<file path="src/rtl/imem_loader.sv">
// -----------------------------------------------------------------------------
// imem_loader
//   Writer side of the instruction memory. Takes a program as a byte stream
//   (valid/ready) and packs it MSB-first into WIDTH-bit words. Each word is
//   written to imem at sequential addresses starting from 0. The core is held
//   in reset (cpu_hold_o) until a complete program has been loaded.
//
//   Parameters
//     WIDTH   instruction word width (multiple of 8)
//     ADDR_W  imem address width
//     DEPTH   imem depth in words (<= 2**ADDR_W)
//
//   Ports
//     clk_i          system clock, rising edge
//     rst_i          asynchronous, active-high reset
//     start_i        1-cycle pulse, begins a new load (ignored in LOAD/WRITE)
//     in_valid_i     byte stream valid
//     in_ready_o     byte stream ready; a byte moves when valid && ready
//     in_data_i      byte; the first byte of a word lands in word[WIDTH-1 -: 8]
//     in_last_i      marks the final byte of the program
//     wr_en_o        imem write strobe, one cycle per word
//     wr_addr_o      imem write address
//     wr_data_o      imem write data
//     cpu_hold_o     1 = core held in reset
//     done_o         program loaded successfully
//     err_o          load aborted (truncated word or overflow)
//     word_count_o   words written in the current/last load
// -----------------------------------------------------------------------------
module imem_loader #(
  parameter int WIDTH  = 32,
  parameter int ADDR_W = 4,
  parameter int DEPTH  = 16
) (
  input  logic              clk_i,
  input  logic              rst_i,
  input  logic              start_i,
  input  logic              in_valid_i,
  output logic              in_ready_o,
  input  logic [7:0]        in_data_i,
  input  logic              in_last_i,
  output logic              wr_en_o,
  output logic [ADDR_W-1:0] wr_addr_o,
  output logic [WIDTH-1:0]  wr_data_o,
  output logic              cpu_hold_o,
  output logic              done_o,
  output logic              err_o,
  output logic [ADDR_W:0]   word_count_o
);

  localparam int BPW = WIDTH / 8;             // bytes per word
  localparam int BCW = $clog2(BPW + 1);       // byte counter width

  typedef enum logic [2:0] {
    S_IDLE,
    S_LOAD,
    S_WRITE,
    S_DONE,
    S_ERR
  } state_t;

  state_t            state_q, state_d;
  logic [BCW-1:0]    bcnt_q,  bcnt_d;
  logic [WIDTH-1:0]  shreg_q, shreg_d;
  logic [ADDR_W-1:0] addr_q,  addr_d;
  logic [ADDR_W:0]   wcnt_q,  wcnt_d;
  logic              last_q,  last_d;

  logic accept;
  logic word_full;
  logic at_top;

  assign accept    = (state_q == S_LOAD) && in_valid_i;
  // The byte being accepted now completes the word.
  assign word_full = (bcnt_q == BCW'(BPW - 1));
  assign at_top    = (addr_q == ADDR_W'(DEPTH - 1));

  // ---------------------------------------------------------------------------
  // State and datapath registers
  // ---------------------------------------------------------------------------
  always_ff @(posedge clk_i or posedge rst_i) begin
    if (rst_i) begin
      state_q <= S_IDLE;
      bcnt_q  <= '0;
      shreg_q <= '0;
      addr_q  <= '0;
      wcnt_q  <= '0;
      last_q  <= 1'b0;
    end else begin
      state_q <= state_d;
      bcnt_q  <= bcnt_d;
      shreg_q <= shreg_d;
      addr_q  <= addr_d;
      wcnt_q  <= wcnt_d;
      last_q  <= last_d;
    end
  end

  // ---------------------------------------------------------------------------
  // Next-state and datapath update
  // ---------------------------------------------------------------------------
  always_comb begin
    state_d = state_q;
    bcnt_d  = bcnt_q;
    shreg_d = shreg_q;
    addr_d  = addr_q;
    wcnt_d  = wcnt_q;
    last_d  = last_q;

    unique case (state_q)
      S_IDLE, S_DONE, S_ERR: begin
        // A new load restarts from address 0 with empty counters. Memory
        // written by an earlier load is simply overwritten.
        if (start_i) begin
          state_d = S_LOAD;
          bcnt_d  = '0;
          addr_d  = '0;
          wcnt_d  = '0;
          last_d  = 1'b0;
        end
      end

      S_LOAD: begin
        if (accept) begin
          // Shift rather than index so the first byte ends up in the MSBs.
          shreg_d = (shreg_q << 8) | WIDTH'(in_data_i);
          bcnt_d  = bcnt_q + BCW'(1);
          if (word_full) begin
            state_d = S_WRITE;
            last_d  = in_last_i;
          end else if (in_last_i) begin
            // Program ended inside a word: nothing to write.
            state_d = S_ERR;
          end
        end
      end

      S_WRITE: begin
        addr_d = addr_q + ADDR_W'(1);
        wcnt_d = wcnt_q + (ADDR_W + 1)'(1);
        bcnt_d = '0;
        if (last_q)      state_d = S_DONE;
        else if (at_top) state_d = S_ERR;   // no room for another word
        else             state_d = S_LOAD;
      end

      default: state_d = S_IDLE;
    endcase
  end

  // ---------------------------------------------------------------------------
  // Outputs: decoded from state or taken straight from registers, so they
  // follow the async reset immediately and never depend on live inputs.
  // ---------------------------------------------------------------------------
  assign in_ready_o   = (state_q == S_LOAD);
  assign wr_en_o      = (state_q == S_WRITE);
  assign wr_addr_o    = addr_q;
  assign wr_data_o    = shreg_q;
  assign cpu_hold_o   = (state_q != S_DONE);
  assign done_o       = (state_q == S_DONE);
  assign err_o        = (state_q == S_ERR);
  assign word_count_o = wcnt_q;

endmodule

</file>
<file path="config.mk">
export PLATFORM = sky130hd
export DESIGN_NAME = imem_loader
export DESIGN_NICKNAME = d
export VERILOG_FILES = /design/src/rtl/imem_loader.sv
export SDC_FILE = /design/constraint.sdc
export NUM_CORES = 1
export LEC_CHECK = 0
export ABC_AREA = 0
export CAP_MARGIN = 20
export CELL_PAD_IN_SITES_DETAIL_PLACEMENT = 1
export CELL_PAD_IN_SITES_GLOBAL_PLACEMENT = 2
export CORE_ASPECT_RATIO = 1.5
export CORE_MARGIN = 1
export CORE_UTILIZATION = 23
export DETAILED_ROUTE_END_ITERATION = 8
export HOLD_SLACK_MARGIN = 0.02
export PLACE_DENSITY = 0.69
export SYNTH_ARGS = -nofsm -noshare
export SYNTH_HDL_FRONTEND = slang
export SYNTH_SLANG_ARGS = --single-unit
</file>
<file path="constraint.sdc">
create_clock -name clk_i -period 3.05 [get_ports clk_i]
set_clock_uncertainty 0.05 [all_clocks]
set_input_delay 0.305 -clock clk_i [delete_from_list [all_inputs] [get_ports clk_i]]
set_output_delay 0.305 -clock clk_i [all_outputs]
set_load 0.02 [all_outputs]
</file>
==> results.yml <==
detailed_routing:
  highest_layer: "met4"
  ant_nets: 0
  met1Wirelength_microns: 2283
  wl_met3_microns: 300
  drc: 0
  route.met2.wl_microns: 2681
  firstDrtPassIters: 4
  wl_per_cell_microns: 13.53
  wl_microns: 5356
  drt_iter0_drc: 79
  viasPerCell: 4.361
  vias: 1727
power_and_ir_drop:
  p_comb_share_pct: 43.4
  ir_worst_vdd_mv: 0.3347
  clkPwrFrac_pct: 19.7
  powerDensity_mw_per_mm2: 993.3
  switching_share_pct: 39.31
  p_seq_share_pct: 36.9
  internal_power_w: 0.001766
  power.switching_w: 0.001144
  power.leakage_nw: 1.407
critical_path:
  critPathCaptureType: "output port"
  cp_max_fo: 6
  crit_end: "done_o"
  rr_startpoint: "state_q[1]"
  crit_path_start: "state_q[2]"
  r2r_cells: 5
  arrival_ns: 1.91
  ff2ff_setup_slack_ns: 1.21
  crit_type: "flip-flop to output port"
  crit_required_ns: 2.69
  reg2reg_to: "bcnt_q[0]"
  critPathLaunchType: "flip-flop"
synth:
  synth_top_area_share_pct: 57.49
  syn_inst: 225
  synth_nets: 242
  yosysUniqueCellTypes: 35
  yosysWarnings: 0
  ys.flop_type: "dfrtp_1"
  synth_seq_area_share_pct: 57.49
  syn-cell-area_sq_mm: 0.002090
  synth.avg_cell_area_sq_um: 9.287
  synthTopCellsByArea: "dfrtp_1 57%, nand2_1 19%, ha_1 2.4%, mux2_2 1.6%, buf_4 1.4%"
  yosysTopAreaCell: "dfrtp_1"
  synth-async-reset-ratio_pct: 100.0
  synth_edf_count: 0
  synth_seq_cells: 48
timing:
  fin_tns_setup_ns: 0
  timing.slew.headroom_pct: 72.60
  hold_viol: 0
  min_period_over_period_pct: 74.17
  tightest_slew_ns: 0.4110
  fmax_ghz: 0.4421
  maxSlewViolCount: 0
  grt_setup_unrepaired: "no"
  timing.final.ws_setup_ns: 0.7879
  setup-violations-final: 0
  min_period_ns: 2.262
place:
  hpwl_microns: 3716
  numPortBuffers: 58
  gp_congestion: 0.6985
  preCtsSetupSlack_ns: 1.080
global_routing:
  track_usage_pct: 12.63
  antenna_found_initial: 0
  grt_max_degree: 36
  grt_overflow: 0
  first_global_vias: 1806
  grt_pass1_wl_microns: 9218
run:
  drv_cap: 0
cts:
  cts_sinks: 48
  cts_root_buffer: "clkbuf_16"
  clock_latency_ns: 0.29
  cts-resized-gates: 0
  hold_buffers: 0
  path_clk_slew_ns: 0.07
  numCtsBuffers: 5
  cts_tree: "built"
  post_cts_buffers: 0
  htreeDepth: 2
  cts_buffer_depth: 2
finish:
  mostFrequentLayoutCell: "nand2_1"
  diodes: 0
  fin_util_pct: 33.19
  n_fill_cell: 1040
  fin_nets: 302
  drive_gt1_share_pct: 7.343
  areaGrowthSynthToFinish_pct: 40.24
  final_cell_mix: "105 x nand2_1, 58 x clkdlybuf4s50_1, 48 x dfrtp_1, 7 x inv_1, 6 x nor2_1"
floorplanning:
  die_w_microns: 79.83
  start_util_pct: 23.67
  coreArea_sq_mm: 0.008828
  num_rows: 42
  dieArea_sq_mm: 0.009478
  ios: 59
  chipHeight_microns: 118.7
worst_hold_path:
  holdCritPathClass: "input port to async pin"
status:
  outcome: "completed"
==> worst min-delay path by stage <==
stage	startpoint	to	slack (ns)
3_5_place_dp	wr_data_o[31]	wr_data_o[31]	0.42
3_3_place_gp	wr_data_o[26]	wr_data_o[26]	0.41
5_1_grt	rst_i	word_count_o[4]	0.31
2_1_floorplan	in_data_i[0]	wr_data_o[0]	0.36
6_report	rst_i	word_count_o[4]	0.27
4_1_cts	rst_i	word_count_o[4]	0.28
==> sequential cells by signal, indices dropped and copies added, names as in the netlist <==
signal and cells:
wr_data_o 32, state_q 3, bcnt_q 3, word_count_o 5
last_q 1, wr_addr_o 4
==> critical path: stages, from the launching register on <==
cell and delay [ns]:
dfrtp_1 0.45, nand2b_2 0.24, or2_2 0.30, inv_1 0.05, clkdlybuf4s50_1 0.58
==> cell type report <==
class / count / area, sq um / area share, %
sequential: 48 / 1201 / 40.99
multi-input combinational: 160 / 798.3 / 27.24
clock inverter: 2 / 13.76 / 0.4697
inverter: 8 / 30.03 / 1.025
timing repair buffer: 62 / 610.6 / 20.84
clock buffer: 6 / 138.9 / 4.740
tap: 110 / 137.6 / 4.697
==> power groups by stage <==
stage	sequential (W)	combinational, W	clock [W]
2_1_floorplan	0.00129	0.000485	0
3_3_place_gp	0.00108	0.00127	0
3_5_place_dp	0.00109	0.00128	0
4_1_cts	0.00108	0.00129	0.000607
5_1_grt	0.00112	0.00139	0.000628
6_report	0.00107	0.00126	0.000574
==> stage by stage <==
stage | cells | instance area [sq um] | hold WS (ns) | total power [W]
after global routing | 396 | 2930 | 0.3066 | 0.003130
final | 396 | 2930 | 0.2672 | 0.002911
after global placement | 388 | 2778 | 0.4086 | 0.002356
after detailed placement | 388 | 2778 | 0.4159 | 0.002375
after floorplan | 225 | 2090 | 0.3604 | 0.001777
after CTS | 396 | 2930 | 0.2770 | 0.002982
==> logic make-up after synthesis <==
family / after synthesis / share of synthesized area (%)
AOI/OAI and AO/OA: 23 / 7.605
xor gates and xnor gates: 1 / 0.4192
adders and majority gates: 4 / 2.395
buffers and inverters: 17 / 4.311
DFF: 48 / 57.48
muxes: 3 / 1.617
and+or+nand+nor: 129 / 26.17
==> Yosys cell counts (2+ instances only) <==
master / count
nand3_1: 5
mux2_2: 3
o22ai_1: 2
a21oi_1: 4
dfrtp_1: 48
a31oi_1: 3
nor2_1: 6
inv_1: 8
o21ai_0: 3
ha_1: 4
buf_2: 3
nand2_1: 105
buf_4: 4
a22o_1: 3
nand2b_1: 4
==> routing by layer <==
metal / GRT usage [%] / up-vias
met3: 3.629 / 6
met2: 20.03 / 40
met4: 4.911 / 0
met5: 0 / -
met1: 15.97 / 841
li1: - / 840
Power figures use the tool's default switching activity.
==> RTL edit: new RTL, same flow settings <==
Put a register stage on the output `err_o`, with the module's reset. The value now appears one clock later. The other outputs are not delayed to match.
--- a/src/rtl/imem_loader.sv
+++ b/src/rtl/imem_loader.sv
@@ -159,3 +159,9 @@
   assign done_o       = (state_q == S_DONE);
-  assign err_o        = (state_q == S_ERR);
+  always_ff @(posedge clk_i or posedge rst_i) begin
+    if (rst_i) begin
+      err_o <= '0;
+    end else begin
+      err_o <= (state_q == S_ERR);
+    end
+  end
   assign word_count_o = wcnt_q;
Function: changed (Yosys sat finds a counterexample within 4 cycles, from zero or initial values and one cycle with rst_i high).
==> RTL edit against the unedited design <==
  * Area after synthesis grew 1.8%
  * Hold slack improved by 0.17 ns
  * Sequential cell count increased by 1
  * Total power shrank 7.9%
  * Clock power is 8.2% lower
  * Setup slack worse by 0.21 ns
  * Combinational power shrank 12%
  * Largest cell class unchanged
  * Final area stayed put
  * Via count decreased by 2.4%
  * Critical path type unchanged
  * Routed wire length is 1.9% lower
  * Highest routed layer unchanged
==> RTL edit: results <==
[setup_path]
crit_path_max_fanout = 9
ff2ff_setup_slack_ns = 1.32
r2r_cells = 5
r2r_end = "last_q$_DFFE_PP0P_"
max_stage_delay_ns = 0.62

[power]
worst_ir_drop_vdd_mv = 0.356
power.leakage_uw = 0.00139

[global_routing]
grt_pass1_wl_um = 8780
grt_max_degree = 50
grt_usage = 0.120
grt_pass1_vias = 1762

[status]
outcome = "complete, no violations"

[drt]
via_count = 1686
drt_iter0_drc = 78

[clocking]
insertion_delay_ns = 0.29

[placed_design]
hpwl_um = 3610
gp_congestion = 0.700
portBuffers = 58
preCtsSetupSlack_ns = 0.872

[min_path]
hold_path_class = "register to register"

[synth]
ys_seq_area_frac = 0.576
synth_commonest_cells = "104 x nand2_1, 49 x dfrtp_1, 8 x o21ai_0, 5 x inv_1"
ys_async_sr_fraction = 1.00

[timing]
relSlewSlack = 0.570

[layout]
fillCellCount = 1016
nNetsFinal = 299

[floorplanning]
fp.dieW_um = 80.5
## RTL edit: cell count changes after synthesis, moves of 3 or more
cell / change
o21ai_0: +5
inv_1: -3
o21ai_1: +3
nand2b_1: -3
## RTL edit: worst max path at each step
stage | from | end | slack, ns | depth (start not counted)
after floorplan | state_q[2]$_DFFE_PP0P_ | last_q$_DFFE_PP0P_ | 1.33 | 5
after global placement | state_q[1]$_DFFE_PP0P_ | wr_en_o | 0.91 | 3
after detailed placement | state_q[1]$_DFFE_PP0P_ | wr_en_o | 0.87 | 3
after CTS | state_q[1]$_DFFE_PP0P_ | wr_en_o | 0.55 | 3
after global routing | state_q[1]$_DFFE_PP0P_ | wr_en_o | 0.47 | 3
final | state_q[1]$_DFFE_PP0P_ | wr_en_o | 0.58 | 3
## RTL edit: report_power, final
part,switching [µW],internal [µW]
sequential,179,860
combinational,612,502
clock,233,294
total,1030,1660
## RTL edit: per-layer routing
layer  global-route usage  vias to the layer above  share of wire
met1                0.140                      817           0.43
met4               0.0469                        0          0.013
met3               0.0297                        5          0.039
met5                    0                        -              0
li1                     -                      829              -
met2                0.207                       35           0.52
## RTL edit: cell type report
class,instances,area [µm²],area share
clock buffer,5,125,0.0427
clock inverter,1,5.00,0.00171
inverter,7,26.3,0.00897
multi-input combinational,158,807,0.275
sequential,49,1230,0.418
tap,110,138,0.0470
timing repair buffer,61,603,0.206
## RTL edit: per-stage QoR
| step | cells | total power [µW] | hold WS, ns | instance area, µm² | util |
|---|---|---|---|---|---|
| after floorplan | 225 | 1680 | 0.356 | 2130 | - |
| final | 391 | 2680 | 0.433 | 2930 | 0.330 |
| after detailed placement | 385 | 2200 | 0.425 | 2800 | 0.315 |
| after CTS | 391 | 2740 | 0.442 | 2930 | 0.330 |
| after global routing | 391 | 2880 | 0.467 | 2930 | 0.330 |
| after global placement | 385 | 2170 | 0.411 | 2800 | 0.315 |
## RTL edit: worst reg2reg max path, delay by kind of cell, from the launching register on
family	cells	cell delay [ns]
flip-flops	1	0.51
buffers and inverters	1	0.06
AO/OA/AOI/OAI	1	0.20
multiplexers	1	0.36
AND/OR/NAND/NOR	2	0.43
## RTL edit: cell families (layout without fill, tap and decap cells)
kind of cell,Yosys count,in the layout,share of synthesized area
AOI/OAI and AO/OA,25,25,0.0841
muxes,1,1,0.00529
and+or+nand+nor,126,126,0.258
DFF,49,49,0.576
xor gates and xnor gates,2,2,0.00824
adders and majority gates,4,4,0.0235
buffers and inverters,18,74,0.0441
